===== src/rtl/tone_generator.sv =====
// Square-wave tone generator: latches a do..ti note code and octave, divides clk to the pitch.
// Optional release sustain compiled in with `define TONE_SUSTAIN_EN.
module tone_generator #(
  parameter int CLK_FREQ       = 100_000_000,
  parameter int SUSTAIN_CYCLES = 20_000_000
) (
  input  logic       clk,
  input  logic       rst,
  input  logic [3:0] note_in,
  input  logic [1:0] octave,
  output logic       tone_out,
  output logic       playing,
  output logic [3:0] cur_note
);

  function automatic int half_period(input real f);
    return $rtoi(real'(CLK_FREQ) / (2.0 * f) + 0.5);
  endfunction

  localparam int H_DO = half_period(261.63);
  localparam int H_RE = half_period(293.66);
  localparam int H_MI = half_period(329.63);
  localparam int H_FA = half_period(349.23);
  localparam int H_SO = half_period(392.00);
  localparam int H_LA = half_period(440.00);
  localparam int H_TI = half_period(493.88);

  // Low-octave do is the longest half-period the counter must reach.
  localparam int CW = ($clog2(2 * H_DO + 1) > 19) ? $clog2(2 * H_DO + 1) : 19;

  typedef enum logic [1:0] {
    IDLE,
    PLAY
`ifdef TONE_SUSTAIN_EN
    , SUSTAIN
`endif
  } state_t;

  state_t        state, state_n;
  logic [CW-1:0] cnt, cnt_n;
  logic [CW-1:0] hp, hp_n;
  logic [CW-1:0] base_hp, new_hp;
  logic          tone_n, play_n;
  logic [3:0]    note_n;
  logic          note_ok, latch, run, idle;

`ifdef TONE_SUSTAIN_EN
  localparam int SW = (SUSTAIN_CYCLES > 1) ? $clog2(SUSTAIN_CYCLES) : 1;
  localparam logic [SW-1:0] SUS_LAST = SW'(SUSTAIN_CYCLES - 1);
  logic [SW-1:0] sus_cnt, sus_n;
`endif

  assign note_ok = (note_in != 4'd0) && (note_in < 4'd8);

  always_comb begin
    case (note_in)
      4'd1:    base_hp = CW'(H_DO);
      4'd2:    base_hp = CW'(H_RE);
      4'd3:    base_hp = CW'(H_MI);
      4'd4:    base_hp = CW'(H_FA);
      4'd5:    base_hp = CW'(H_SO);
      4'd6:    base_hp = CW'(H_LA);
      4'd7:    base_hp = CW'(H_TI);
      default: base_hp = '0;
    endcase
    case (octave)
      2'd0:    new_hp = base_hp << 1;
      2'd2:    new_hp = base_hp >> 1;
      default: new_hp = base_hp;
    endcase
  end

  // Each state only picks an action; latch/run/idle then build the next register values.
  always_comb begin
    state_n = state;
    cnt_n   = cnt;
    hp_n    = hp;
    tone_n  = tone_out;
    play_n  = playing;
    note_n  = cur_note;
    latch   = 1'b0;
    run     = 1'b0;
    idle    = 1'b0;
`ifdef TONE_SUSTAIN_EN
    sus_n   = sus_cnt;
`endif
    case (state)
      IDLE: latch = note_ok;
      PLAY: begin
        if (!note_ok) begin
`ifdef TONE_SUSTAIN_EN
          state_n = SUSTAIN;
          sus_n   = '0;
          run     = 1'b1;
`else
          idle    = 1'b1;
`endif
        end else if (note_in != cur_note) begin
          latch = 1'b1;
        end else begin
          run = 1'b1;
        end
      end
`ifdef TONE_SUSTAIN_EN
      SUSTAIN: begin
        if (note_ok) begin
          latch = 1'b1;
          sus_n = '0;
        end else if (sus_cnt == SUS_LAST) begin
          idle = 1'b1;
        end else begin
          sus_n = sus_cnt + 1'b1;
          run   = 1'b1;
        end
      end
`endif
      default: idle = 1'b1;
    endcase

    // Re-latch keeps tone_out at its level so a note change adds no extra edge.
    if (latch) begin
      state_n = PLAY;
      note_n  = note_in;
      hp_n    = new_hp;
      cnt_n   = '0;
      play_n  = 1'b1;
    end
    if (run) begin
      if (cnt == hp - 1'b1) begin
        cnt_n  = '0;
        tone_n = ~tone_out;
      end else begin
        cnt_n  = cnt + 1'b1;
      end
    end
    if (idle) begin
      state_n = IDLE;
      cnt_n   = '0;
      hp_n    = '0;
      tone_n  = 1'b0;
      play_n  = 1'b0;
      note_n  = 4'd0;
`ifdef TONE_SUSTAIN_EN
      sus_n   = '0;
`endif
    end
  end

  always_ff @(posedge clk) begin
    if (rst) state <= IDLE;
    else     state <= state_n;
  end

  always_ff @(posedge clk) begin
    if (rst) begin
      cnt      <= '0;
      hp       <= '0;
      tone_out <= 1'b0;
      playing  <= 1'b0;
      cur_note <= 4'd0;
`ifdef TONE_SUSTAIN_EN
      sus_cnt  <= '0;
`endif
    end else begin
      cnt      <= cnt_n;
      hp       <= hp_n;
      tone_out <= tone_n;
      playing  <= play_n;
      cur_note <= note_n;
`ifdef TONE_SUSTAIN_EN
      sus_cnt  <= sus_n;
`endif
    end
  end

endmodule


===== config.mk =====
export PLATFORM = sky130hd
export DESIGN_NAME = tone_generator
export DESIGN_NICKNAME = d
export VERILOG_FILES = /design/src/rtl/tone_generator.sv
export SDC_FILE = /design/constraint.sdc
export NUM_CORES = 1
export LEC_CHECK = 0
export BUFFER_PORTS_ARGS = -buffer_cell sky130_fd_sc_hd__buf_4
export CELL_PAD_IN_SITES_DETAIL_PLACEMENT = 1
export CELL_PAD_IN_SITES_GLOBAL_PLACEMENT = 2
export CORE_AREA = 2 2 98 100
export CTS_CLUSTER_SIZE = 14
export DETAILED_ROUTE_END_ITERATION = 16
export DIE_AREA = 0 0 100 102
export HOLD_SLACK_MARGIN = 0.03
export MAX_ROUTING_LAYER = met4
export PLACE_DENSITY_LB_ADDON = 0.1
export SLEW_MARGIN = 40
export SYNTH_ARGS = -nofsm -noshare
export SYNTH_HDL_FRONTEND = slang
export SYNTH_SLANG_ARGS = --single-unit

===== constraint.sdc =====
create_clock -name clk -period 3.75 [get_ports clk]
set_clock_uncertainty 0.1 [all_clocks]
set_input_delay 0.5625 -clock clk [delete_from_list [all_inputs] [get_ports clk]]
set_output_delay 0.5625 -clock clk [all_outputs]
set_load 0.05 [all_outputs]

# Word level (Yosys, flattened, before mapping)
# Cells that the tools add are included.
# classes
mux	13
bitwise_logic	1
reduce_logical	7
order_cmp	1
eq_ne	10
n_addsub	2
# op_table
op	n
case mux 18 bit (7 select lines)	1
2-to-1 mux 19 bit	3
case mux 19 bit (2 select lines)	1
adder 19 x 1 -> 19 bit, second input constant	1
equality test 19 bit	1
subtractor 19 x 1 -> 19 bit, second input constant	1
equality test 4 x 3 -> 1 bit, second input constant	4
equality test 4 x 2 -> 1 bit, second input constant	2
2-to-1 mux 1 bit	6
equality test 4 x 1 -> 1 bit, second input constant	1
logical NOT 2 bit	2
< comparator 4 bit, second input constant	1
inequality test 4 bit	1
case mux 1 bit (2 select lines)	2
nonzero test 4 bit	1
equality test 2 bit, second input constant	1
AND reduction 2 bit	1
nonzero test 2 bit	1
OR reduction 2 bit	1
logical AND 1 bit	1
NOT 1 bit	1
# totals
in_bits	8
out_inout_bits	6
elab_cells	39
regBits	44

# Depth between registers and ports, before layout
# Gate-level depths: netlist of the first run.
# logic_depth
depth_word	6
depth_mapped	12
ltp_nobuf	10

# Worst setup path before layout of the first run
# No wires, ideal clock.
# synth_timing
path_kind	register -> register
from	register hp[0]
to	register cnt[1]
synth_period_minus_slack_ns	2.653
required_ns	3.522
setup_slack_ns	1.097
path_stages_with_launch	13
t_arrival_ns	2.426
setup_time_ns	0.128
path_buffers	2
path_cell_list	dfxtp_1 inv_1 ha_1 nor4b_4 nand4_1 a221oi_1 nand3_1 nor4_1 nand4_1 buf_6 buf_6 a32oi_1 nor2_1
# synth_between
elab_chain_cells	4
# synth_rtl
item	line_no	source
from (decl)	41	logic [CW-1:0] hp, hp_n;
from (signal assigned)	166	hp <= hp_n;
subtractor 19 x 1 -> 19 bit	129	if (cnt == hp - 1'b1) begin
equality test 19 bit	129	
2-to-1 mux 19 bit	129	
2-to-1 mux 19 bit	128	if (run) begin
to (signal assigned)	165	cnt <= cnt_n;
to (decl)	40	logic [CW-1:0] cnt, cnt_n;
# Every way passes these cells.
# A chain may end at the register's enable or synchronous reset.

# Worst setup path in the final report of the first run
# layout_timing
from	register hp[0]
to	register cnt[6]
# The elaborated chain is that of the path after synthesis.

==> impl_metrics.ini, run 1 <==
[outcome]
status = complete, no violations

[critical_path]
end_kind = flip-flop
critPathLaunch = hp[0]$_SDFFE_PP0P_
max_stage_delay_ps = 430
cpMostUsedCell = nand4_1
r2r_setup_slack_ps = 750
cp_slowest_cell = nor4b_4
startpoint_type = flip-flop
path_class = flip-flop to flip-flop
arrival_ps = 3070
cp.required_ps = 3820
critPathMaxFanout = 29
path_cells = inv_1 -> ha_1 -> nor4b_4 -> nand4_1 -> a221oi_1 -> nand3_1 -> nor4_1 -> nand4_1 -> buf_4 -> a41oi_1 -> a31oi_1
endpoint = cnt[6]$_SDFFE_PP0P_
r2r-start = hp[0]$_SDFFE_PP0P_
r2r-end = cnt[6]$_SDFFE_PP0P_
rr_worst_depth = 11

[place]
gp_congestion = 0.914
io_buffers = 13
hpwlAfterDp_um = 7090
place_area_um2 = 3330
numPlacedInstances = 538
dp_slack_ps = 789

[route]
drc_errors = 0
drt_iter0_drc = 138
final_antenna_net_count = 0
num_vias = 3206
vias_per_cell = 5.87
firstDrtPassIters = 5
wl_um = 9550
wire_per_inst_um = 17.5

[layout]
area_growth_pct = 9.20
drive_gt1_share_pct = 8.97
fin_nets = 444
n_fill_cell = 1123
register_area_um2 = 881
final_cells = 546
num_antenna_cells = 0
fin_util_pct = 38.3
fin_area_um2 = 3490
multi_input_area_um2 = 2120

[sta]
fin_ws_ps = 752
slew_violations = 0
period_needed_ps = 3000
period_share_pct = 80.0
tns_ps = 0
setup_viol = 0
fmax_ghz = 0.334
slew_headroom_pct = 57.6
hold_viol_final = 0
worstMarginPinSlew_ps = 631
rsz0062_at_grt = false

[logic_synthesis]
synth_compound_area_share_pct = 26.1
ys_warn_count = 0
synth.distinct_cells = 58
synthCells = 443
synth_edf_count = 0
synth_top_family_by_area = simple AND/OR/NAND/NOR gates
yosys_most_used_dff = dfxtp_1
yosys.area_share.simple_pct = 29.5
synth-xor-area-share_pct = 8.22
synthArstFlopShare_pct = 0
synth_top_cell_by_area = dfxtp_1
synth_seq_cells = 44
synth_mux_area_share_pct = 1.57
ys_top_cells_by_area = dfxtp_1 28%, a21oi_1 7.2%, nor2_1 7.2%, xor2_1 4.7%, a31oi_1 4.3%
ys_seq_area_share_pct = 27.6
synth.avg_cell_area_um2 = 7.22
synth-adder-area-share_pct = 1.10
synth_nets = 453
synth_area_um2 = 3200
synth_top_area_share_pct = 27.6

[clock_tree]
root_buffer = clkbuf_8
cts_tree = built
cts_buffers = 5
postCtsSetupBuffers = 0
cts_resized = 0
holdBufCountCts = 0
htree_levels = 2
clock_sinks = 44
clkTransAtPathRegs_ps = 90
clk_latency_ps = 300
clockBufferDepth = 2

[floorplan]
core_region_area_um2 = 9110
die_area_um2 = 10200
fp.dieH_um = 102
die_w_um = 100
ios = 14
rows = 35
start_util_pct = 35.1

[global_routing]
overflow = 0
grt_pass1_vias = 3154
grt_pass1_wl_um = 16200
grt_max_degree = 39
antenna_found_initial = 0
track_usage_pct = 20.4

[power_and_ir_drop]
power_density_nw_per_um2 = 362
ir_drop_mv = 0.164
leakage_nw = 1.30

[job]
cap_violations = 0

[min_path]
worstHoldPathType = primary input to flip-flop
power by group:
group	leakage, nW	switching (W)	internal [W]
logic	0.862	0.000158	0.000100
clock network	0.0784	0.000174	0.000333
registers	0.357	0.0000194	0.000478
total	1.30	0.000352	0.000912
cell families after synthesis:
kind of cell               count (synthesis)
buffers and inverters                     46
and+or+nand+nor                          186
xor gates and xnor gates                  30
muxes                                      5
AOI/OAI and AO/OA                        129
adders and majority gates                  3
DFF                                       44
cell usage in the layout (no fill, tap or decap), types with 6 or more instances in the layout:
cell type  count
a21oi_1       46
a31oi_1       22
a41oi_1        8
and3_1        10
buf_4         20
dfxtp_1       44
inv_1          8
nand2_1       29
nand2b_1      10
nand3_1       20
nor2_1        61
nor3_1        23
nor4_1         6
o21ai_0       12
xnor2_1       13
xor2_1        17
worst min-delay path by stage:
stage / end / from / cells after the start / slack (ps)
3_5_place_dp: tone_out$_SDFFE_PP0P_ / tone_out$_SDFFE_PP0P_ / 2 / 370
3_3_place_gp: tone_out$_SDFFE_PP0P_ / tone_out$_SDFFE_PP0P_ / 2 / 360
2_1_floorplan: cnt[10]$_SDFFE_PP0P_ / cnt[10]$_SDFFE_PP0P_ / 1 / 370
5_1_grt: state[0]$_SDFFE_PP0P_ / rst / 2 / 330
4_1_cts: state[0]$_SDFFE_PP0P_ / rst / 2 / 320
6_report: state[0]$_SDFFE_PP0P_ / rst / 2 / 330
stage by stage:
stage / total power, W / hold WS [ps]
final: 0.00126 / 333
after global routing: 0.00133 / 331
after CTS: 0.00128 / 324
after detailed placement: 0.000768 / 368
after global placement: 0.000766 / 362
after floorplan: 0.000704 / 367
registers in the layout (all words and copies together), names as in the netlist:
name / count
cur_note: 4
state: 1
hp: 19
cnt: 19
tone_out: 1
area by class of cell:
class	instances	share of cell area [%]
Clock buffer	5	1.97
Clock inverter	3	2.58
Inverter	10	1.08
Multi-Input combinational cell	353	60.9
Sequential cell	44	25.2
Tap cell	111	3.98
Timing Repair Buffer	20	4.30
cells in the mapped netlist, types with 8 or more instances:
library cell / instances
nor2_1: 61
a21oi_1: 46
dfxtp_1: 44
nand2_1: 29
clkbuf_1: 24
nor3_1: 23
a31oi_1: 22
nand3_1: 20
xor2_1: 17
xnor2_1: 13
o21ai_0: 12
and3_1: 10
nand2b_1: 10
a41oi_1: 8
inv_1: 8
per-layer routing:
metal  vias up  part of all wire, %  GRT usage [%]
met3         9                  1.9           2.33
met1      1546                   49           26.8
met4         0                  1.0           4.74
met2        39                   48           33.7
met5         -                    0              -
li1       1612                    -              -
critical path: cells and delay by family (launching register included):
kind | cells | cell delay, ps
AOI/OAI and AO/OA | 3 | 630
adders and majority gates | 1 | 290
buffers and inverters | 2 | 350
DFF | 1 | 370
and+or+nand+nor | 5 | 1120
(Power assumes the default switching activity.)
==> run 2: changes to the inputs <==
Settings changed: CORE_AREA 2 2 98 100 to 2 2 102 104, DIE_AREA 0 0 100 102 to 0 0 104 106.
Clock period 3.75 ns to 2.7 ns, I/O delays scaled along.
==> run 2 against run 1 <==
  * The flow now finishes with violations (setup timing)
  * Clock power down 12%
  * Worst hold slack worse by 150 ps
  * Total power grew 23%
  * First-iteration DRC count fell by 24%
  * Sequential share of layout area decreased by 2.6 points
  * Via count up 4.2%
  * Wire length increased by 12%
  * Global-route usage down 1.1 points
  * Critical endpoint is now cnt[4]$_SDFFE_PP0P_
==> impl_metrics.ini, run 2 (same netlist as run 1, synthesis figures left out) <==
[layout]
layout_common_cells = 61 x nor2_1, 45 x buf_4, 44 x a21oi_1
mostFrequentLayoutCell = nor2_1
drive_gt1_share_pct = 19.0
fin_nets = 478
top_regs = cnt: 19 flops, hp: 19 flops, cur_note: 4 flops
fin_util_pct = 39.1
fin_area_um2 = 3910
num_antenna_cells = 0
area_growth_pct = 22.2

[global_routing]
overflow = 0
grt_pass1_vias = 3181
grt_max_degree = 36
antenna_found_initial = 0
track_usage_pct = 19.3
grt_pass1_wl_um = 16900

[clock_tree]
clkTransAtPathRegs_ps = 90
clock_sinks = 44
clk_latency_ps = 300
htree_levels = 2
cts_buffers = 5
cts_tree = built
root_buffer = clkbuf_8
clockBufferDepth = 2

[floorplan]
fp.dieH_um = 106
start_util_pct = 32.0
core_region_area_um2 = 10000
die_w_um = 104
rows = 37
die_area_um2 = 11000
ios = 14

[route]
firstDrtPassIters = 4
routed-wl-met3_um = 130
wire_per_inst_um = 17.6
dr_wl_met2_um = 5270
drt_iter0_drc = 105
drc_errors = 0
wl_met1_um = 5160
wl_um = 10700
num_vias = 3341
vias_per_cell = 5.52
final_antenna_net_count = 0
highest_layer = met4

[min_path]
hp-start = rst
hold_path_end = state[0]$_SDFFE_PP0P_
min_path_cells = 2
worstHoldPathType = primary input to flip-flop

[critical_path]
r2r_setup_slack_ps = -9
end_kind = flip-flop
r2r-start = hp[1]$_SDFFE_PP0P_
rr_worst_depth = 11
arrival_ps = 2780
cp.required_ps = 2770
path_class = flip-flop to flip-flop
r2r-end = cnt[4]$_SDFFE_PP0P_
critPathMaxFanout = 7
startpoint_type = flip-flop

[outcome]
violations = setup timing
status = complete, but fails checks

[place]
place_area_um2 = 3590
gp_congestion = 0.829
hpwlAfterDp_um = 7640
io_buffers = 13

[sta]
fin_ws_ps = -9.49
worstMarginPinSlew_ps = 540
setup_viol = 1
hold_viol_final = 0
period_needed_ps = 2710
fmax_ghz = 0.369
slew_headroom_pct = 63.0
fin_hold_ws_ps = 182
period_share_pct = 100
slew_violations = 0
tns_ps = -9.49
rsz0062_at_grt = true

[power_and_ir_drop]
leakage_nw = 1.50
power_density_nw_per_um2 = 399
ir_drop_mv = 0.166
finalPower_w = 0.00156

[job]
cap_violations = 0
==> run 2: cell count changes in the layout (fill, tap and decap cells not counted), sizes merged <==
cell	delta
clkbuf	+5
bufinv	-3
buf	+32
==> run 2: layout make-up <==
class / count / area [µm²]
Fill cell: 1263 / 6090
Multi-Input combinational cell: 353 / 2250
Clock buffer: 8 / 90.1
Timing Repair Buffer: 54 / 475
Inverter: 10 / 37.5
Sequential cell: 44 / 883
Tap cell: 136 / 170
==> run 2: how the worst max path moves through the flow <==
stage | from | endpoint | slack (ps)
after floorplan | hp[0]$_SDFFE_PP0P_ | cnt[1]$_SDFFE_PP0P_ | 50
after global placement | hp[0]$_SDFFE_PP0P_ | cnt[2]$_SDFFE_PP0P_ | -10
after detailed placement | hp[0]$_SDFFE_PP0P_ | cnt[6]$_SDFFE_PP0P_ | -80
after CTS | hp[0]$_SDFFE_PP0P_ | cnt[9]$_SDFFE_PP0P_ | 10
after global routing | hp[3]$_SDFFE_PP0P_ | cnt[4]$_SDFFE_PP0P_ | -160
final | hp[1]$_SDFFE_PP0P_ | cnt[4]$_SDFFE_PP0P_ | -9
==> run 2: through the flow <==
| stage | instances | setup WS (ps) |
|---|---|---|
| finish | 605 | -9.49 |
| global route | 605 | -155 |
| CTS | 599 | 10.9 |
| global placement | 591 | -10.1 |
| detailed placement | 591 | -76.5 |
| floorplan | 443 | 46.9 |
==> run 2: per-layer routing <==
metal	vias to the layer above	GRT usage (%)
li1	1682	-
met1	1627	25.1
met2	26	32.8
met3	6	1.84
met4	0	3.96
met5	-	-
==> run 2: timing repair <==
item	in CTS	in global routing
hold buffers	0	0
pin swaps	0	14
gates resized for setup	1	26
setup endpoints to repair	15	19
gates cloned	0	3
buffers inserted	0	3
==> run 2: power breakdown <==
part           switching (W)  total [W]  internal [W]
registers          0.0000225   0.000687      0.000664
clock network       0.000238   0.000447      0.000210
logic               0.000249   0.000426      0.000176
==> run 2: critical path, cell delays in order (launching register included) <==
cell       delay (ps)
dfxtp_2           330
buf_6             120
nor4_4            350
nand4b_1          170
or4_4             580
a31oi_4           180
nand4_1           120
buf_6             150
buf_6             120
clkbuf_16         150
a31oi_1           160
a31oi_1            50
